## src/rtl/flag_stack_register.sv

```systemverilog
// Live condition-flag register with masked writes and a LIFO save/restore stack.
// Optional macro FLAG_STICKY_EN adds STICKY_MASK: masked bits accumulate (OR) on write.
module flag_stack_register #(
  parameter int NUM_FLAGS = 4,
  parameter int DEPTH     = 4,
  parameter int CNT_W     = $clog2(DEPTH + 1)
`ifdef FLAG_STICKY_EN
  , parameter logic [NUM_FLAGS-1:0] STICKY_MASK = '0
`endif
) (
  input  logic                 clk,
  input  logic                 rst,
  input  logic                 write_enable,
  input  logic [NUM_FLAGS-1:0] write_mask,
  input  logic [NUM_FLAGS-1:0] flags_in,
  input  logic                 push,
  input  logic                 pop,
  input  logic                 err_clr,
  output logic [NUM_FLAGS-1:0] flags_out,
  output logic [CNT_W-1:0]     stack_count,
  output logic                 stack_full,
  output logic                 stack_empty,
  output logic                 overflow_err,
  output logic                 underflow_err
);

  localparam int IDX_W = (DEPTH > 1) ? $clog2(DEPTH) : 1;
  localparam logic [CNT_W-1:0] CNT_MAX = CNT_W'(DEPTH);

`ifdef FLAG_STICKY_EN
  localparam logic [NUM_FLAGS-1:0] ACCUM_BITS = STICKY_MASK;
`else
  localparam logic [NUM_FLAGS-1:0] ACCUM_BITS = '0;
`endif

  logic [NUM_FLAGS-1:0] mem [DEPTH];

  logic [NUM_FLAGS-1:0] flags_q;
  logic [CNT_W-1:0]     count_q;
  logic                 full_q;
  logic                 empty_q;
  logic                 ovf_q;
  logic                 unf_q;

  logic                 has_entry;
  logic                 do_exch;
  logic                 do_pop;
  logic                 do_push;
  logic                 push_ovf;
  logic                 pop_unf;
  logic [IDX_W-1:0]     wr_idx;
  logic [IDX_W-1:0]     top_idx;
  logic [NUM_FLAGS-1:0] flags_wr;
  logic [NUM_FLAGS-1:0] flags_nxt;
  logic [CNT_W-1:0]     count_nxt;
  logic                 ovf_nxt;
  logic                 unf_nxt;

  // Operation decode. Push+pop on an empty stack degenerates to a plain push.
  always_comb begin
    has_entry = (count_q != '0);
    do_exch   = push & pop & has_entry;
    do_pop    = pop & ~push & has_entry;
    pop_unf   = pop & ~push & ~has_entry;
    do_push   = push & ~do_exch & ~full_q;
    push_ovf  = push & ~do_exch & full_q;
    wr_idx    = IDX_W'(count_q);
    top_idx   = IDX_W'(count_q - CNT_W'(1));
  end

  // Masked write; accumulate bits OR the new value into the live one.
  always_comb begin
    flags_wr = flags_q;
    for (int i = 0; i < NUM_FLAGS; i++) begin
      if (write_mask[i]) begin
        flags_wr[i] = ACCUM_BITS[i] ? (flags_q[i] | flags_in[i]) : flags_in[i];
      end
    end
  end

  // A restore from the stack takes priority and drops any same-cycle write.
  always_comb begin
    flags_nxt = flags_q;
    count_nxt = count_q;
    if (do_exch || do_pop) begin
      flags_nxt = mem[top_idx];
    end else if (write_enable) begin
      flags_nxt = flags_wr;
    end
    if (do_push) begin
      count_nxt = count_q + CNT_W'(1);
    end else if (do_pop) begin
      count_nxt = count_q - CNT_W'(1);
    end
    ovf_nxt = push_ovf | (ovf_q & ~err_clr);
    unf_nxt = pop_unf  | (unf_q & ~err_clr);
  end

  always_ff @(posedge clk) begin
    if (rst) begin
      flags_q <= '0;
      count_q <= '0;
      full_q  <= 1'b0;
      empty_q <= 1'b1;
      ovf_q   <= 1'b0;
      unf_q   <= 1'b0;
    end else begin
      flags_q <= flags_nxt;
      count_q <= count_nxt;
      full_q  <= (count_nxt == CNT_MAX);
      empty_q <= (count_nxt == '0);
      ovf_q   <= ovf_nxt;
      unf_q   <= unf_nxt;
    end
  end

  // Stack storage is not reset; an empty count makes its contents unreachable.
  always_ff @(posedge clk) begin
    if (!rst) begin
      if (do_push) begin
        mem[wr_idx] <= flags_q;
      end else if (do_exch) begin
        mem[top_idx] <= flags_q;
      end
    end
  end

  assign flags_out     = flags_q;
  assign stack_count   = count_q;
  assign stack_full    = full_q;
  assign stack_empty   = empty_q;
  assign overflow_err  = ovf_q;
  assign underflow_err = unf_q;

endmodule

```

## config.mk

```make
export PLATFORM = sky130hd
export DESIGN_NAME = flag_stack_register
export DESIGN_NICKNAME = d
export VERILOG_FILES = /design/src/rtl/flag_stack_register.sv
export SDC_FILE = /design/constraint.sdc
export NUM_CORES = 1
export LEC_CHECK = 0
export CORE_MARGIN = 2
export CORE_UTILIZATION = 45
export DETAILED_ROUTE_END_ITERATION = 12
export PLACE_DENSITY = 0.86
export RECOVER_POWER = 50
export SLEW_MARGIN = 20
export SYNTH_ARGS = -nofsm -noshare
export SYNTH_HDL_FRONTEND = slang
export SYNTH_SLANG_ARGS = --single-unit
```

## constraint.sdc

```tcl
create_clock -name clk -period 1.94 [get_ports clk]
set_input_delay 0.388 -clock clk [delete_from_list [all_inputs] [get_ports clk]]
set_output_delay 0.388 -clock clk [all_outputs]
set_load 0.01 [all_outputs]
```

After elaboration in Yosys (flattened, before gate mapping)
Memory sizes are Yosys's and may differ from the RTL's.
Cells that the tools add are included.
Widths: inputs -> output; s select.

storage, ports and cells
  flip-flop bits (word level) = 11
  memory bits (writable) = 16
  input port bits = 14
  memories = 1

memory list
  memory  words  bits a word  read ports  clocked after Yosys merged registers in  write ports  RTL line  source
  mem     4      4            1           0                                        1            36        logic [NUM_FLAGS-1:0] mem [DEPTH];

operators by class
  $add $sub $neg = 2
  eq/ne operators = 1
  muxes and demuxes = 18
  bitwise gates (word level) = 17
  reduce and logical (&&, ||, !) cells = 13

operator list
  cell                 number
  $mux 1               12
  $mux 4               3
  $and 1x1->1          10
  $reduce_bool 2->1    5
  $reduce_and 2->1     4
  $mux 3               2
  $not 1->1            5
  $reduce_or 4->1      1
  $add 3x1->3 const B  1
  $eq 3x3->1 const B   1
  $logic_not 3->1      1
  $reduce_bool 3->1    1
  $sub 3x1->3 const B  1
  $mux 2               1
  $or 1x1->1           2
  $logic_or 1x1->1     1

Logic depth before layout (Yosys ltp)
  word-level depth = 10
  depth in mapped cells = 9
  gate-level depth less buffers = 7

Worst setup path before layout
Ideal clock, no wire load.

  kind = flip-flop to flip-flop
  start point = reg count_q[0] (netlist: stack_count[0])
  end point = mem mem[3][0] (enable)
  arrival = 1.809 ns
  slack = -0.201 ns
  cell stages (with the launch flop) = 9
  path buffers = 1
  cells stage by stage = dfxtp_1 buf_4 inv_2 ha_1 nand2b_4 and2_4 or3_4 o32ai_1 nor2b_1

on the way
  word-level cells in the longest chain between the ends = 10

RTL lines
  element                                                   RTL line  source
  from (decl)                                               39        logic [CNT_W-1:0] count_q;
  from (signal assigned)                                    109       count_q <= count_nxt;
  $reduce_bool 3->1                                         61        has_entry = (count_q != '0);
  $and 1x1->1                                               62        do_exch = push & pop & has_entry;
  $not 1->1                                                 65        do_push = push & ~do_exch & ~full_q;
  $and 1x1->1 (2 in series)                                 65
  $mux 1                                                    120       if (do_push) begin
  $mux 1                                                    119       if (!rst) begin
  $mux 1 (implied by the code)                              123       mem[top_idx] <= flags_q;
  $reduce_or 4->1 (no source line)                          -
  $mux 2 (no source line) / $mux 1 (equally long branches)  -
  to (decl)                                                 36

Several ways; a longest one is shown, not always the timed one.

Worst setup path in the final report
  start point = reg count_q[0] (netlist: stack_count[0])
  end point = out stack_count[0]

RTL lines
  element    RTL line  source
  to (decl)  20        output logic [CNT_W-1:0] stack_count,

No word-level cell between the ends.

==> impl_metrics.py <==
metrics = {
    "logic_synthesis": {
        "synth_compound_area_share_pct": 14.9,
        "netlist_area_um2": 1270,
        "yosys-mux-area-fraction_pct": 7.91,
        "synth_flop_cell": "edfxtp_1",
        "synth-simple-area-share_pct": 13.9,
        "avgSynthCellArea_um2": 11.9,
        "ys.warnings.count": 0,
        "synth_edf_count": 16,
        "synth.area.top_cells": "edfxtp_1 38%, dfxtp_1 17%, mux4_2 7.1%, nand2_1 3.3%, nor2_1 3.3%",
        "synth_nets": 123,
        "synth.largest_area_cell": "edfxtp_1",
        "syn_inst": 106,
        "synth_top_family_by_area": "compound AO/OA/AOI/OAI gates",
        "synth_cell_types": 36,
        "synth-seq-cells": 27,
        "ys_seq_area_share_pct": 55.3,
        "async_reset_ff_share_pct": 0,
        "synth_xor_area_share_pct": 0.692,
        "synth_top_area_share_pct": 37.9,
        "synth_fa_ha_area_share_pct": 2.96,
    },
    "critical_path": {
        "worst_r2r_path_depth": 7,
        "r2r-start": "stack_count[0]",
        "cp-start-kind": "register",
        "cp-startpoint": "stack_count[0]",
        "cp_max_fo": 11,
        "worstSetupEndpointType": "output pin",
        "critPathRequiredTime_ps": 1550,
        "crit_arrival_ps": 1470,
        "regToRegEndpoint": "mem[1][1]",
        "path_class": "register to output pin",
        "rrSetupSlack_ps": 100,
    },
    "grt": {
        "grt_pass1_wl_um": 4520,
        "grt_pass1_vias": 1000,
        "gr-usage-all-layers_pct": 18.3,
        "grt_overflow": 0,
        "grt_max_degree": 17,
        "antenna_found_initial": 0,
    },
    "detailed_routing": {
        "drtIter0Drc": 32,
        "wl_per_cell_um": 16.5,
        "vias_per_cell": 5.82,
        "drt_pass1_iterations": 4,
        "via_count": 983,
        "postRouteAntennaNets": 0,
        "drc": 0,
        "finalWirelength_um": 2790,
    },
    "die": {
        "dieArea_um2": 3250,
        "die_y_um": 57.0,
        "rows": 19,
        "num_io_pins": 25,
        "initial_core_util_pct": 46.7,
        "fp.dieW_um": 57.0,
        "core-area_um2": 2710,
    },
    "cts": {
        "tritoncts": "built",
        "numCtsBuffers": 3,
        "ctsHoldBuffers": 0,
        "cts.reportedPaths.clkPinSlew_ps": 140,
        "htree_levels": 1,
        "clock_latency_ps": 340,
        "clock-root-buffer": "clkbuf_4",
        "cts_sinks": 27,
        "cts_setup_buffers": 0,
        "clk_path_buf_depth": 2,
    },
    "sta": {
        "drv_slew": 0,
        "setup_viol_count_final": 0,
        "fin_crit_sh_pct": 95.6,
        "worst_slew_pin_slew_ps": 331,
        "fin_setup_tns_ps": 0,
        "slew_headroom_pct": 77.9,
        "fin_ws_ps": 85.0,
        "skew_ps": 5.60,
        "layout_min_cycle_time_ps": 1860,
        "max_freq_ghz": 0.539,
        "finalHoldViolations": 0,
    },
    "placement": {
        "dp.cells": 165,
        "numPortBuffers": 24,
        "place_ws_ps": -104,
        "place_congestion": 0.875,
        "dp_hpwl_um": 2060,
    },
    "outcome": {
        "status": "complete, no violations",
    },
    "layout": {
        "n_antenna_cell": 0,
        "final_nets": 156,
        "fillCellCount": 247,
        "area_growth_pct": 30.9,
        "fin_cells": 169,
        "drive_gt1_share_pct": 21.7,
    },
    "min_path": {
        "hp-start": "overflow_err",
        "min_path_type": "register to register",
        "min_path_cells": 2,
        "hold_path_end": "overflow_err",
    },
    "power_and_ir_drop": {
        "p_leak_nw": 0.593,
        "vdd_drop_max_mv": 1.04,
        "finalPower_mw": 2.07,
        "powerDensity_nw_per_um2": 1250,
    },
    "flow_run": {
        "cap_violations": 0,
    },
}
cell families (layout without fill, tap and decap cells):
| logic type | after synthesis | after routing |
|---|---|---|
| AOI/OAI and AO/OA | 21 | 21 |
| buffers and inverters | 13 | 45 |
| xor gates and xnor gates | 1 | 1 |
| and+or+nand+nor | 36 | 36 |
| muxes | 5 | 5 |
| adders and majority gates | 3 | 3 |
| DFF | 27 | 27 |
per-layer routing:
metal | global-route usage (%) | vias to the layer above | routed length [um]
met2 | 32.7 | 39 | 1500
met3 | 4.31 | 5 | 148
met4 | 7.31 | 0 | 42
li1 | - | 462 | -
met5 | 0 | - | 0
met1 | 21.2 | 477 | 1100
critical path: stages (launching register included):
cell,delay (ps)
dfxtp_4,400
buf_6,170
clkdlybuf4s50_1,560
state kept, by name, indices dropped and copies added (netlist names):
signal	flops
mem	16
flags_out	4
stack_count	3
overflow_err	1
stack_empty	1
stack_full	1
underflow_err	1
power breakdown:
part / internal [mW] / switching, mW
registers: 0.741 / 0.0820
logic: 0.518 / 0.469
clock network: 0.0792 / 0.176
total: 1.34 / 0.727
cell usage in the layout (no fill, tap or decap), types with 2 or more instances in the layout:
master           synthesis  routed
mux4_2                   4       4
ha_1                     3       2
clkdlybuf4s50_1          0      23
dfxtp_1                 11      10
nor2_1                  11      10
a32oi_1                  2       2
clkbuf_4                 0       3
buf_4                    1       8
a31oi_1                  2       2
nand2_1                 11      11
edfxtp_1                16      16
inv_1                    6       5
nor2b_1                  3       2
nand3_1                  6       6
a311oi_1                 4       4
layout make-up:
class | count | area (um2) | area share (%)
Clock buffer | 3 | 22.5 | 1.36
Clock inverter | 1 | 7.51 | 0.453
Inverter | 7 | 31.3 | 1.89
Multi-Input combinational cell | 66 | 538 | 32.5
Sequential cell | 27 | 704 | 42.5
Tap cell | 31 | 38.8 | 2.34
Timing Repair Buffer | 34 | 315 | 19.0
metrics by stage:
| step | cell area, um2 | utilization, % | hold slack (ps) |
|---|---|---|---|
| after floorplan | 1300 | - | 513 |
| after global placement | 1620 | 59.8 | 477 |
| after detailed placement | 1620 | 59.8 | 493 |
| after CTS | 1660 | 61.1 | 534 |
| after global routing | 1660 | 61.2 | 536 |
| final | 1660 | 61.2 | 526 |
worst max-delay path by stage:
| stage | slack (ps) | end |
|---|---|---|
| after detailed placement | -100 | stack_full |
| final | 80 | stack_count[0] |
| after CTS | 30 | stack_count[0] |
| after global routing | -0.1 | mem[1][1] |
| after floorplan | 20 | mem[3][0] |
| after global placement | -40 | mem[3][1] |
timing repair:
action	CTS	global route
gates resized for setup	1	4
setup endpoints to repair	1	5
cloned	0	0
pin swaps	0	2
synthesized netlist by cell type, types with 2 or more instances:
master and number:
a32oi_1 2, nand3_1 6, dfxtp_1 11, ha_1 3
inv_1 6, nand2_1 11, nor2b_1 3, nor2_1 11
mux4_2 4, a21oi_1 2, a311oi_1 4, a31oi_1 2
clkbuf_1 2, edfxtp_1 16, buf_1 2
Power figures use the tool's default switching activity.
